==> src/rtl/ssp_sched_pkg.sv <==
// ssp_sched_pkg: shared types and constants for the SSP frame scheduler.
//   state_t      : scheduler FSM states
//   CNT_W, TO_W  : widths of the burst/outstanding counters and the timeout counter
//   REQ_A, REQ_B : requester index constants
package ssp_sched_pkg;
  typedef enum logic [1:0] {
    IDLE  = 2'd0,
    GRANT = 2'd1,
    DRAIN = 2'd2
  } state_t;

  localparam int CNT_W = 4;
  localparam int TO_W  = 8;

  localparam int REQ_A = 0;
  localparam int REQ_B = 1;
endpackage

==> src/rtl/ssp_frame_sched_rr_arb2.sv <==
// rr_arb2: two-way round-robin picker, purely combinational.
//   req[1:0] : request vector
//   prio     : index that wins when both request
//   gnt[1:0] : one-hot pick (zero when nothing requests)
//   idx      : index of the pick (don't-care when req is zero)
module rr_arb2 (
  input  logic [1:0] req,
  input  logic       prio,
  output logic [1:0] gnt,
  output logic       idx
);
  always_comb begin
    idx = req[prio] ? prio : ~prio;
    gnt = 2'b00;
    if (req != 2'b00) gnt[idx] = 1'b1;
  end
endmodule

==> src/rtl/ssp_frame_sched.sv <==
// ssp_frame_sched: grants the shared SSP path to one of two requesters at a
// time, streams the owner's bytes into the Tx FIFO and routes each received
// byte back to the owner of the current burst.
//   PCLK, CLEAR_B        : clock, async active-low reset
//   REQ, TXD0/1, LAST    : requester byte requests, data, last-byte flags
//   GNT, ACK             : registered one-hot grant, combinational accept strobe
//   TX_WR, TxDATA, TX_FULL : Tx FIFO write port
//   RxDATA, RECV         : received byte and its one-cycle valid pulse
//   RDATA, RVALID        : registered received byte, one-hot owner pulse
//   BUSY, ERR            : not-idle flag, one-cycle timeout/stray-RECV pulse
module ssp_frame_sched
  import ssp_sched_pkg::*;
#(
  parameter int BURST_MAX = 4,
  parameter int TIMEOUT   = 64
) (
  input  logic       PCLK,
  input  logic       CLEAR_B,
  input  logic [1:0] REQ,
  input  logic [7:0] TXD0,
  input  logic [7:0] TXD1,
  input  logic [1:0] LAST,
  output logic [1:0] GNT,
  output logic [1:0] ACK,
  output logic       TX_WR,
  output logic [7:0] TxDATA,
  input  logic       TX_FULL,
  input  logic [7:0] RxDATA,
  input  logic       RECV,
  output logic [7:0] RDATA,
  output logic [1:0] RVALID,
  output logic       BUSY,
  output logic       ERR
);
  localparam logic [CNT_W-1:0] BMAX = CNT_W'(BURST_MAX);
  localparam logic [TO_W-1:0]  TMO  = TO_W'(TIMEOUT);

  state_t           state;
  logic             g, prio;
  logic [CNT_W-1:0] outstanding, burst;
  logic [TO_W-1:0]  to_cnt;

  logic [1:0]       arb_gnt;
  logic             arb_idx;
  logic             wr, rx_ok, rx_stray, timeout;
  logic [CNT_W-1:0] out_nxt, burst_nxt;
  logic [TO_W-1:0]  to_nxt;

  rr_arb2 u_arb (
    .req  (REQ),
    .prio (prio),
    .gnt  (arb_gnt),
    .idx  (arb_idx)
  );

  always_comb begin
    wr        = (state == GRANT) && REQ[g] && !TX_FULL;
    TX_WR     = wr;
    ACK       = wr ? GNT : 2'b00;
    TxDATA    = (g == 1'(REQ_A)) ? TXD0 : TXD1;
    // A byte is only deliverable if some write is still awaiting its echo.
    rx_ok     = RECV && (state != IDLE) && (outstanding != '0);
    rx_stray  = RECV && !rx_ok;
    out_nxt   = outstanding + CNT_W'(wr) - CNT_W'(rx_ok);
    burst_nxt = burst + CNT_W'(wr);
    to_nxt    = (to_cnt == '1) ? to_cnt : to_cnt + 1'b1;
    // Any RECV restarts the watchdog, so it can only fire on a quiet cycle.
    timeout   = (state == DRAIN) && !RECV && (to_nxt == TMO);
  end

  assign BUSY = (state != IDLE);

  always_ff @(posedge PCLK or negedge CLEAR_B) begin
    if (!CLEAR_B) begin
      state       <= IDLE;
      GNT         <= 2'b00;
      g           <= 1'b0;
      prio        <= 1'b0;
      outstanding <= '0;
      burst       <= '0;
      to_cnt      <= '0;
      RDATA       <= 8'h00;
      RVALID      <= 2'b00;
      ERR         <= 1'b0;
    end else begin
      ERR         <= rx_stray || timeout;
      RVALID      <= rx_ok ? GNT : 2'b00;
      if (rx_ok) RDATA <= RxDATA;
      outstanding <= out_nxt;

      case (state)
        IDLE: begin
          if (REQ != 2'b00) begin
            state <= GRANT;
            GNT   <= arb_gnt;
            g     <= arb_idx;
            burst <= '0;
          end
        end
        GRANT: begin
          burst <= burst_nxt;
          if (wr && (LAST[g] || burst_nxt == BMAX)) begin
            state  <= DRAIN;
            to_cnt <= '0;
          end else if (!REQ[g]) begin
            if (burst == '0) begin
              // Requester withdrew before sending anything: nothing to drain.
              state <= IDLE;
              GNT   <= 2'b00;
            end else begin
              state  <= DRAIN;
              to_cnt <= '0;
            end
          end
        end
        DRAIN: begin
          if (timeout) begin
            state       <= IDLE;
            GNT         <= 2'b00;
            prio        <= ~prio;
            outstanding <= '0;
            burst       <= '0;
            to_cnt      <= '0;
          end else if (out_nxt == '0) begin
            state  <= IDLE;
            GNT    <= 2'b00;
            prio   <= ~g;
            burst  <= '0;
            to_cnt <= '0;
          end else begin
            to_cnt <= RECV ? '0 : to_nxt;
          end
        end
        default: begin
          state <= IDLE;
          GNT   <= 2'b00;
        end
      endcase
    end
  end
endmodule

==> config.mk <==
export PLATFORM = sky130hd
export DESIGN_NAME = ssp_frame_sched
export DESIGN_NICKNAME = d
export VERILOG_FILES = /design/src/rtl/ssp_sched_pkg.sv /design/src/rtl/ssp_frame_sched_rr_arb2.sv /design/src/rtl/ssp_frame_sched.sv
export SDC_FILE = /design/constraint.sdc
export NUM_CORES = 1
export LEC_CHECK = 0
export CAP_MARGIN = 25
export CORE_MARGIN = 4
export CORE_UTILIZATION = 35
export CTS_BUF_LIST = sky130_fd_sc_hd__clkbuf_8
export CTS_CLUSTER_SIZE = 12
export DETAILED_ROUTE_END_ITERATION = 8
export PLACE_DENSITY = 0.62
export SLEW_MARGIN = 25
export SYNTH_ARGS = -nofsm -noshare
export SYNTH_HDL_FRONTEND = slang
export SYNTH_SLANG_ARGS = --single-unit
==> constraint.sdc <==
create_clock -name PCLK -period 6.1 [get_ports PCLK]
set_input_delay 1.22 -clock PCLK [delete_from_list [all_inputs] [get_ports PCLK]]
set_output_delay 1.22 -clock PCLK [all_outputs]
set_load 0.01 [all_outputs]
# Word-level counts from Yosys, hierarchy flattened
# Index checks and enable logic that the tools add are counted.
# word_totals
elab_cells	101
regBits	33
# classes
eq_ne	12
order_cmp	4
bitwise	2
n_mux	40
n_reduce_logical	29
n_addsub	4
# op_table
operator	count
$mux 8	8
$mux 2	12
$mux 4	5
$pmux 8 s2	1
$pmux 2 s3	2
$pmux 4 s3	1
$mux 1	10
$logic_and 1x1->1	9
$reduce_and 3->1	3
$add 4x1->4	2
$add 8x1->8 const B	1
$eq 8x7->1 const B	1
$eq 8x8->1 const B	1
$logic_not 4->1	2
$reduce_bool 2->1	4
$lt 1x2->1 const B	3
$ne 2x2->1 const B	3
$ne 3x3->1 const B	2
$reduce_and 5->1	1
$eq 4x3->1 const B	1
$reduce_and 2->1	2
$reduce_bool 4->1	1
$sub 4x1->4	1
$logic_not 1->1	3
10 further kinds	12

# Logic depth before layout (Yosys ltp)
# depth
ltp_word	10
mapped_depth	16
mapped_depth_nobuf	16

# By module
# From an unflattened synthesis, not the netlist that was laid out.
# unflattened
cells_unflattened	211
area_unflattened_um2	2120.8
# by_module_without_submodules
mod	instances	cells_each	seq_area_each_um2	area_per_inst_um2
ssp_frame_sched	1	206	825.8	2094.5
rr_arb2	1	5	0.0	26.3

# Least setup slack after synthesis
# Ideal clock, no wire load.
# synth_timing
path_kind	input to register
start	in REQ[1]
end	reg state[1]
arrival_time_ps	3975
t_required_ps	5975
slack_ps	2000
setup_ps	125
n_path_buf	0
cell_stages	12
cell_sequence	mux2_2 nand2_1 nor2_1 ha_1 inv_1 fa_1 nand3b_1 a2111oi_1 nor2_1 and2_2 a211oi_4 mux2_4
# synth_between
elab_chain_len	10
word_cells_on_any_way	18
cone_classes	add/sub (3); eq/ne (4); mux (4); reduce/logical (7)
# synth_rtl
item	line_no	source
start: declaration	ssp_frame_sched.sv:19	input logic [1:0] REQ,
$mux 1 (implied by the code) (*) (2 in a row)	ssp_frame_sched.sv:57	wr = (state == GRANT) && REQ[g] && !TX_FULL;
$logic_and 1x1->1 (*) (2 in a row)	ssp_frame_sched.sv:57	
net TX_WR	ssp_frame_sched.sv:25	output logic TX_WR,
branches (longest 6 deep; another with $add 4x1->4)	n/a	
end signal: assignment	ssp_frame_sched.sv:103	state <= DRAIN;
end signal: assignment	ssp_frame_sched.sv:108	state <= IDLE;
end signal: assignment	ssp_frame_sched.sv:111	state <= DRAIN;
end: declaration	ssp_frame_sched.sv:38	state_t state;
# Mark *: on every way through the listed nets, which the timed path passes. The select of a mux whose other input is x is not followed.
# A chain may end at the register's enable or synchronous reset.

# Worst setup path after layout
# layout_timing
start	in REQ[1]
end	reg state[1]
# layout_between
elab_chain_len	10
word_cells_on_any_way	18
cone_classes	add/sub (3); eq/ne (4); mux (4); reduce/logical (7)
# layout_rtl
item
branches (longest 10 deep; another with $add 4x1->4)
# Several ways; the timed one is not identified. The select of a mux whose other input is x is not followed.

==> results.tsv <==
metric	value	unit
synthArstFlopShare	100.0	%
dp.cells	350	
criticalPathCategory	primary input to flip-flop	
final_cells	358	
reg2reg_slack	2100	ps
rows	28	
n_antenna_cell	0	
status	complete, no violations	
vias	1898	
finClkSkew	7.232	ps
ctsResizeCount	0	
initial_core_util	36.36	%
ys.flop_type	dfrtp_1	
synth-seq-area-share	37.91	%
ys_types	55	
syn_inst	221	
post_cts_buffers	0	
setup_tns	0	ps
die_area	0.007550	mm^2
startpoint_type	primary input	
crit_chain	clkdlybuf4s50_1 > mux2_2 > nand2_1 > nor2_1 > ha_1 > inv_1 > fa_1 > nand2b_1 > a2111oi_1 > nor2_1 > and2_2 > a211oi_4 > mux2_4	
dieWidth	86.89	um
crit_buf_inv	2	
dieHeight	86.89	um
viasPerCell	5.302	
final_common_cell	clkdlybuf4s50_1	
worst_pin_slew	514.3	ps
cts_tree	done	
synth_edf_count	0	
clk_pin_slew_worst_paths	70	ps
dp_hpwl	3970	um
arrival	4820	ps
critPathMaxFanout	6	
hold_buffers	0	
routedWlPerCell	14.45	um
drt-pass1-iter-count	4	
syn2layout_area_growth	33.66	%
final_cell_mix	clkdlybuf4s50_1 (56), dfrtp_1 (33), mux2_2 (19)	
drive_gt1_share	16.25	%
core_area	0.005991	mm^2
routabilityCongestion	0.8509	
clkLatencyLatePin	280	ps
critPathCaptureType	flip-flop	
synth_top_area_share	37.91	%
cap_violations	0	
grt_use_total	14.64	%
cts_root_buf	clkbuf_8	
synth_top_area_cell	dfrtp_1	
synthTopCellsByArea	dfrtp_1 (38%), mux2_2 (9.8%), ha_1 (5.7%)	
max_freq	0.2152	GHz
io_pins	57	
grt_pass1_vias	1947	
synth_area	0.002178	mm^2
clockBufferDepth	2	
max-slew-margin-rel	65.72	%
nFillCells	562	
drtIter0Drc	98	
p_per_area	416.7	mW/mm^2
fin_crit_sh	76.17	%
cp_top_family	simple AND/OR/NAND/NOR gates	
fin_util	48.60	%
grt_max_degree	34	
slew_violations	0	
grt_pass1_wl	8976	um
hold_violations	0	
power.leakage	1.242	nW
portBuffers	56	
htreeDepth	2	
syn-num-nets	264	
routed_wl	5172	um
min_period	4646	ps
peakVddDrop	196.8	uV
antenna_found_initial	0	
worstHoldPathType	flip-flop to flip-flop	
crit_path_frequent_cell	nor2_1	
worstPathRequired	6270	ps
synth_area_per_cell	9.857	um^2
clock-sinks	33	
fin_nets	325	
critPathMaxStageDelay	570	ps
numCtsBuffers	5	
rsz0062_at_grt	false	
ant_nets	0	
overflow	0	
drc	0	
ys_seq_elements	33	
setup_viol	0	
ys_warn_count	0	
cpMaxStageDelayCell	clkdlybuf4s50_1	
## worst reg2reg max path: stages, from the launching register on
cell and delay, ps:
dfrtp_1 380, inv_1 70, ha_1 240, inv_1 210
nand2_1 100, a21oi_1 120, buf_4 210, nand2b_1 130
nand2_1 90, ha_1 190, inv_1 70, fa_1 530
nand2b_1 70, a2111oi_1 460, nor2_1 170, and2_2 260
a211oi_4 280, mux2_4 320
## cells by family (layout without fill, tap and decap cells)
kind of cell	after synthesis	count (layout)	share of synthesized area [%]
AO/OA/AOI/OAI	54	54	19.64
XOR/XNOR	2	2	0.8043
adder cells (fa/ha/maj)	11	11	6.663
buffers and inverters	22	84	4.135
flip-flops	33	33	37.91
multiplexers	24	24	12.35
AND/OR/NAND/NOR	75	75	18.50
## final timing paths
| path | from | cells past startpoint | end |
|---|---|---|---|
| setup / recovery | REQ[1] | 13 | state[1]$_DFFE_PN0P_ |
| hold / removal | RDATA[6]$_DFFE_PN0P_ | 1 | RDATA[6]$_DFFE_PN0P_ |
| setup reg to reg | state[1]$_DFFE_PN0P_ | 17 | state[1]$_DFFE_PN0P_ |
| hold reg to reg | RDATA[6]$_DFFE_PN0P_ | 1 | RDATA[6]$_DFFE_PN0P_ |
| max in group asynchronous | CLEAR_B | 2 | to_cnt[2]$_DFFE_PN0P_ |
| min in group asynchronous | CLEAR_B | 2 | burst[2]$_DFFE_PN0P_ |
## report_power, final
group	internal, W	leakage [nW]	total (W)	switching (W)
Sequential	0.000289	0.419	0.000343	0.0000545
Combinational	0.000368	0.779	0.000708	0.000340
Clock	0.0000787	0.0439	0.000162	0.0000837
Total	0.000735	1.24	0.00121	0.000478
## metrics by stage
| step | cell area [um^2] | hold WS [ps] | power (W) | worst slack, ps |
|---|---|---|---|---|
| floorplan | 2178 | 508.7 | 0.0008069 | 2000 |
| global placement | 2825 | 492.3 | 0.001055 | 1330 |
| detailed placement | 2825 | 496.0 | 0.001057 | 1169 |
| CTS | 2912 | 513.2 | 0.001226 | 1457 |
| global route | 2912 | 532.2 | 0.001324 | 1195 |
| finish | 2912 | 507.0 | 0.001213 | 1454 |
## Yosys cell counts, drive strengths merged, types with 2 or more instances
cell type   n
a31oi       3
and2        9
or4         2
a32o        2
mux2i       4
a21boi      2
o211ai      6
nor2b       2
o31a        3
clkbuf      2
nor2       17
o21a        2
o21ai       6
nand2b      2
a21oi      13
dfrtp      33
nor3        5
o31ai       2
a21o        2
nand2      13
inv        18
and3        8
nand3       9
a2111oi     2
xnor2       2
buf         2
mux2       20
ha         10
nand3b      2
## sequential cells by signal, summed over array words and instances, names as in the netlist
register and cells:
ERR 1, g 1, RDATA 8, state 2, to_cnt 8, RVALID 2, burst 4, prio 1
outstanding 4, GNT 2
## layout make-up
class / instances / area (um^2) / area share [%]
Clock inverter: 3 / 17.52 / 0.6016
Inverter: 18 / 67.56 / 2.321
Multi-Input combinational cell: 166 / 1262 / 43.36
Tap cell: 75 / 93.84 / 3.223
Clock buffer: 5 / 68.82 / 2.364
Sequential cell: 33 / 825.8 / 28.36
Timing Repair Buffer: 58 / 575.6 / 19.77
## routing by layer
layer	global-route usage [%]	share of wire (%)	wire, um	up-vias
met5	0	0	0	-
met4	2.125	0.35	18	0
met3	4.920	9.0	464	2
met2	23.74	46	2362	69
met1	19.37	45	2327	896
li1	-	-	-	931
No activity file was read; power rests on OpenSTA's default activity.
==> patch 1, RTL diff (same settings) <==
`CNT_W`: 4 -> 5.
--- a/src/rtl/ssp_sched_pkg.sv
+++ b/src/rtl/ssp_sched_pkg.sv
@@ -9,7 +9,7 @@
     DRAIN = 2'd2
   } state_t;
 
-  localparam int CNT_W = 4;
+  localparam int CNT_W = 5;
   localparam int TO_W  = 8;
 
   localparam int REQ_A = 0;
Behaviour: same outputs for any inputs over 4 cycles, from zero or initial values; that may be too few to reach the edited logic, so the function may still have changed.
==> patch 1 against the original RTL <==
Wire length fell by 4.2%; sequential cell count rose by 2; first-iteration DRC count fell by 51%; fmax fell by 2.1%; area after synthesis fell by 1.9%; power fell by 3.8%; worst setup slack got worse by 0.099 ns; cell area fell by 2.2%; critical endpoint is now burst[3]; highest routed layer unchanged; largest power group unchanged.
==> patch 1: results (changes against the original RTL) <==
power_and_ir_drop:
  p_leak_uw: 0.00125  # was 0.00124 uW
  ir_worst_vdd_mv: 0.269  # was 0.197 mV
worst_setup_path:
  worstPathArrival_ns: 4.98  # was 4.82 ns
  critPathSlowestCell: "a311o_1"  # was clkdlybuf4s50_1
  cp_slowest_stage_delay_ns: 0.55  # was 0.57 ns
  critPathMaxFanout: 11  # was 6
  worst-setup-path-type: "in -> reg"  # unchanged
clocking:
  post_cts_buffers: 0  # unchanged
  h-tree-depth: 2  # unchanged
  post_cts_resized: 0  # unchanged
  clk_latency_ns: 0.29
  cts_root_buf: "clkbuf_8"  # unchanged
  cts.reportedPaths.clkPinSlew_ns: 0.07  # about the same
  cts_buffers: 5  # unchanged
  clockBufferDepth: 2  # unchanged
synth:
  synth_seq_area_share_pct: 41.0  # was 37.9%
  synthTopCellsByArea: "dfrtp_1, mux2_2, ha_1"  # unchanged
  synth_cell_types: 45  # was 55
  async_flop_share_pct: 100  # unchanged
  yosysWarnings: 0  # unchanged
  ys_top_cells_by_count: "dfrtp_1, nand2_1, mux2_2, nor2_1, inv_1"  # was dfrtp_1, mux2_2, inv_1, nor2_1
  syn_nets: 265  # was 264
final_layout:
  fillerInstances: 571  # was 562
  largestRegisters: "RDATA: 8 flops, to_cnt: 8 flops"  # unchanged
  drive_above_1_share_pct: 11.1  # was 16.3%
  num_antenna_cells: 0  # unchanged
  nNetsFinal: 324  # was 325
detailed_routing:
  dr.pass1.iters: 4  # unchanged
  drt_iter0_markers: 48  # was 98
  routed_wl_um: 4960  # was 5170 um
  route.vias.total: 1800  # was 1898
grt:
  grtUsageTotal_pct: 14.0  # was 14.6%
  use_met1_pct: 19.0  # was 19.4%
  grt_use_met3_pct: 3.55  # was 4.92%
  grtUsageMet2_pct: 22.1  # was 23.7%
  antenna_found_initial: 0  # unchanged
  grt_pass1_wl_um: 8380  # was 8980 um
  grt_max_degree: 36  # was 34
run_status:
  status: "finished, final reports clean"  # unchanged
place:
  dp.final_hpwl_um: 3780  # was 3970 um
  routabilityCongestion: 0.786  # was 0.851
  port-buffer-count: 56  # unchanged
sta:
  skew_ns: 0.00583  # was 0.00723 ns
  worst_slew_pin_slew_ns: 0.772  # was 0.514 ns
worst_hold_path:
  min_path_type: "reg -> reg"  # unchanged
## patch 1: changes by cell type after synthesis, sizes merged, moves of 3 or more
cell	before	now
nor2b	2	5
o31a	3	0
o21ai	6	12
xor2	0	3
nand2	13	19
inv	18	13
and2	9	4
nor3	5	8
nor2	17	14
o211ai	6	0
## patch 1: routing by layer
layer  up-vias  wire [um]
met1       849       2390
met3         4        205
met2        37       2320
met5         -          0
met4         0         34
li1        910          -
## patch 1: cells by family (layout without fill, tap and decap cells)
family,after synthesis,after routing,share of synthesized area [%]
AOI/OAI and AO/OA,47,47,14.2
xor gates and xnor gates,6,6,2.46
adders and majority gates,13,13,7.96
buffers and inverters,18,78,3.57
DFF,35,35,41.0
muxes,23,23,11.8
and+or+nand+nor,78,78,19.0
## patch 1: area by class of cell
class | instances | area [um2] | share of cell area, %
multi-input cells | 167 | 1180 | 41.6
flip-flops and latches | 35 | 876 | 30.8
repair buffers | 57 | 563 | 19.8
well taps | 75 | 93.8 | 3.30
clock buffers | 5 | 68.8 | 2.42
inverters | 13 | 48.8 | 1.71
clock inverters | 3 | 12.5 | 0.439
## patch 1: worst max-delay path: cells and delay by family
family / cells / cell delay [ns]
and+or+nand+nor: 5 / 1.25
buffers and inverters: 4 / 0.84
adders and majority gates: 3 / 0.79
AOI/OAI and AO/OA: 2 / 0.71
xor gates and xnor gates: 1 / 0.16
## patch 1: worst paths after layout
path	startpoint	endpoint	slack [ns]	depth (start not counted)
worst min-delay path	RDATA[6]	RDATA[6]	0.51	1
min in group asynchronous	CLEAR_B	to_cnt[7]	1.00	1
worst max-delay path	RECV	burst[3]	1.35	15
max in group asynchronous	CLEAR_B	RDATA[5]	4.60	1
worst max register to register	outstanding[3]	burst[3]	1.95	17
worst min register to register	RDATA[6]	RDATA[6]	0.51	1
## patch 1: stage by stage
step / area [um2] / worst slack (ns) / hold WS [ns] / instances
global route: 2850 / 1.14 / 0.530 / 355
global placement: 2770 / 1.14 / 0.491 / 347
finish: 2850 / 1.35 / 0.509 / 355
CTS: 2850 / 1.34 / 0.514 / 355
floorplan: 2140 / 1.61 / 0.475 / 220
detailed placement: 2770 / 1.05 / 0.495 / 347
## patch 1: report_power, final
part / switching, uW / internal, uW
registers: 57.5 / 306
clock network: 85.1 / 76.8
logic: 313 / 328
==> patch 2, RTL diff (same flow settings) <==
Made on the original files. Register the input `RxDATA` before use. The logic sees it one clock later. The other inputs are not delayed to match. Comments in the files are not updated.
--- a/src/rtl/ssp_frame_sched.sv
+++ b/src/rtl/ssp_frame_sched.sv
@@ -34,6 +34,12 @@
 );
   localparam logic [CNT_W-1:0] BMAX = CNT_W'(BURST_MAX);
   localparam logic [TO_W-1:0]  TMO  = TO_W'(TIMEOUT);
+
+  logic [7:0] RxDATA_q;
+
+  always_ff @(posedge PCLK) begin
+    RxDATA_q <= RxDATA;
+  end
 
   state_t           state;
   logic             g, prio;
@@ -85,7 +91,7 @@
     end else begin
       ERR         <= rx_stray || timeout;
       RVALID      <= rx_ok ? GNT : 2'b00;
-      if (rx_ok) RDATA <= RxDATA;
+      if (rx_ok) RDATA <= RxDATA_q;
       outstanding <= out_nxt;
 
       case (state)
Check against the original RTL: not equivalent (Yosys sat finds a counterexample within 4 cycles, from zero or initial values).
==> patch 2 against the original RTL <==
Power up 1.9%; cell area up 5.7%; area after synthesis up 7.9%; worst setup slack improved by 0.27 ns; non-clock buffer count is the same; sequential cell count up 8; wire length rose by 7.3%; global-route usage about the same; critical endpoint is now ACK[1]; largest cell class unchanged; largest power group unchanged.
==> patch 2: results (changes against the original RTL) <==
run_status:
  status: "finished, final reports clean"  # unchanged
worst_setup_path:
  worstPathArrival_ns: 3.16  # was 4.82 ns
  r2r-start: "state[0]"  # was state[1]
  critPathMaxFanout: 7  # was 6
  r2r_end: "state[0]"  # was state[1]
  cpLargestDelayFamily: "buffers and inverters"  # was simple AND/OR/NAND/NOR gates
  crit_path_end: "ACK[1]"  # was state[1]
  r2r.worst_path.cells: 16  # was 17
  r2r_setup_slack_ns: 2.41  # was 2.10 ns
sta:
  slew_headroom_pct: 43.5  # was 65.7%
  skew_ns: 0.00613  # was 0.00723 ns
  post-route-period-util_pct: 71.8  # was 76.2%
synth:
  synth-xor-area-share_pct: 0.745  # was 0.804%
  synthCells: 237  # was 221
  synth_adder_area_share_pct: 6.18  # was 6.66%
  async_flop_share_pct: 80.5  # was 100%
  synthMuxAreaShare_pct: 9.90  # was 12.3%
  synthTopCellsByArea: "dfrtp_1, mux2_2, dfxtp_1"  # was dfrtp_1, mux2_2, ha_1
  ys_top_cells_by_count: "dfrtp_1, nand2_1, inv_1, mux2_2, a21oi_1"  # was dfrtp_1, mux2_2, inv_1, nor2_1
  synth_seq_area_share_pct: 42.0  # was 37.9%
  synth_cell_types: 57  # was 55
  synth-compound-area-share_pct: 18.5  # was 19.6%
power_and_ir_drop:
  p_leak_uw: 0.00127  # was 0.00124 uW
  p_switching_uw: 476  # was 478 uW
grt:
  grt_max_degree: 34  # unchanged
  grtUsageTotal_pct: 14.6  # about the same
final_layout:
  largestRegisters: "RDATA: 8 flops, RxDATA_q: 8 flops, to_cnt: 8 flops"  # was RDATA: 8 flops, to_cnt: 8 flops
  nNetsFinal: 337  # was 325
  fin_cells: 372  # was 358
detailed_routing:
  drt_iter0_markers: 100  # was 98
  route.vias.total: 1989  # was 1898
  wire_per_inst_um: 14.9  # was 14.4 um
worst_hold_path:
  min_path_type: "reg -> reg"  # unchanged
clocking:
  clk_latency_ns: 0.29
place:
  place_inst: 364  # was 350
  post-place-ws_ns: 1.42  # was 1.17 ns
  routabilityCongestion: 0.820  # was 0.851
  dp.final_hpwl_um: 4310  # was 3970 um
patch 2: layer usage:
metal / GRT usage (%) / share of wire [%]
met4: 5.61 / 1.8
met3: 3.09 / 4.7
met2: 22.7 / 47
met1: 20.1 / 46
met5: 0 / 0
patch 2: kinds of logic (layout without fill, tap and decap cells):
kind of cell / Yosys count / in the layout
buffers and inverters: 27 / 85
AO/OA/AOI/OAI: 59 / 59
multiplexers: 21 / 21
adder cells (fa/ha/maj): 11 / 11
XOR/XNOR: 2 / 2
AND/OR/NAND/NOR: 76 / 76
flip-flops: 41 / 41
patch 2: through the flow:
stage | cell area [um2] | util [%]
global route | 3080 | 47.9
floorplan | 2350 | -
finish | 3080 | 47.9
CTS | 3080 | 47.9
detailed placement | 2980 | 46.4
global placement | 2980 | 46.4
patch 2: power by group through the flow:
stage | Clock [uW] | Combinational [uW] | Sequential, uW
finish | 190 | 647 | 399
global route | 210 | 716 | 413
CTS | 198 | 655 | 401
detailed placement | 0 | 654 | 407
global placement | 0 | 645 | 406
floorplan | 0 | 412 | 403
patch 2: worst min path at each step:
stage / start / endpoint / slack (ns)
final: RxDATA_q[1] / RDATA[1] / 0.46
after floorplan: RxDATA_q[0] / RDATA[0] / 0.44
after detailed placement: RxDATA_q[1] / RDATA[1] / 0.45
after global routing: RxDATA_q[4] / RDATA[4] / 0.48
after global placement: RxDATA_q[4] / RDATA[4] / 0.44
after CTS: RxDATA_q[1] / RDATA[1] / 0.46
patch 2: layout make-up:
class                   count  area [um2]
inverters                  19        71.3
multi-input cells         169        1250
repair buffers             58         576
clock buffers               6        82.6
flip-flops and latches     41         986
fillers                   608        3350
well taps                  77        96.3
clock inverters             2        13.8
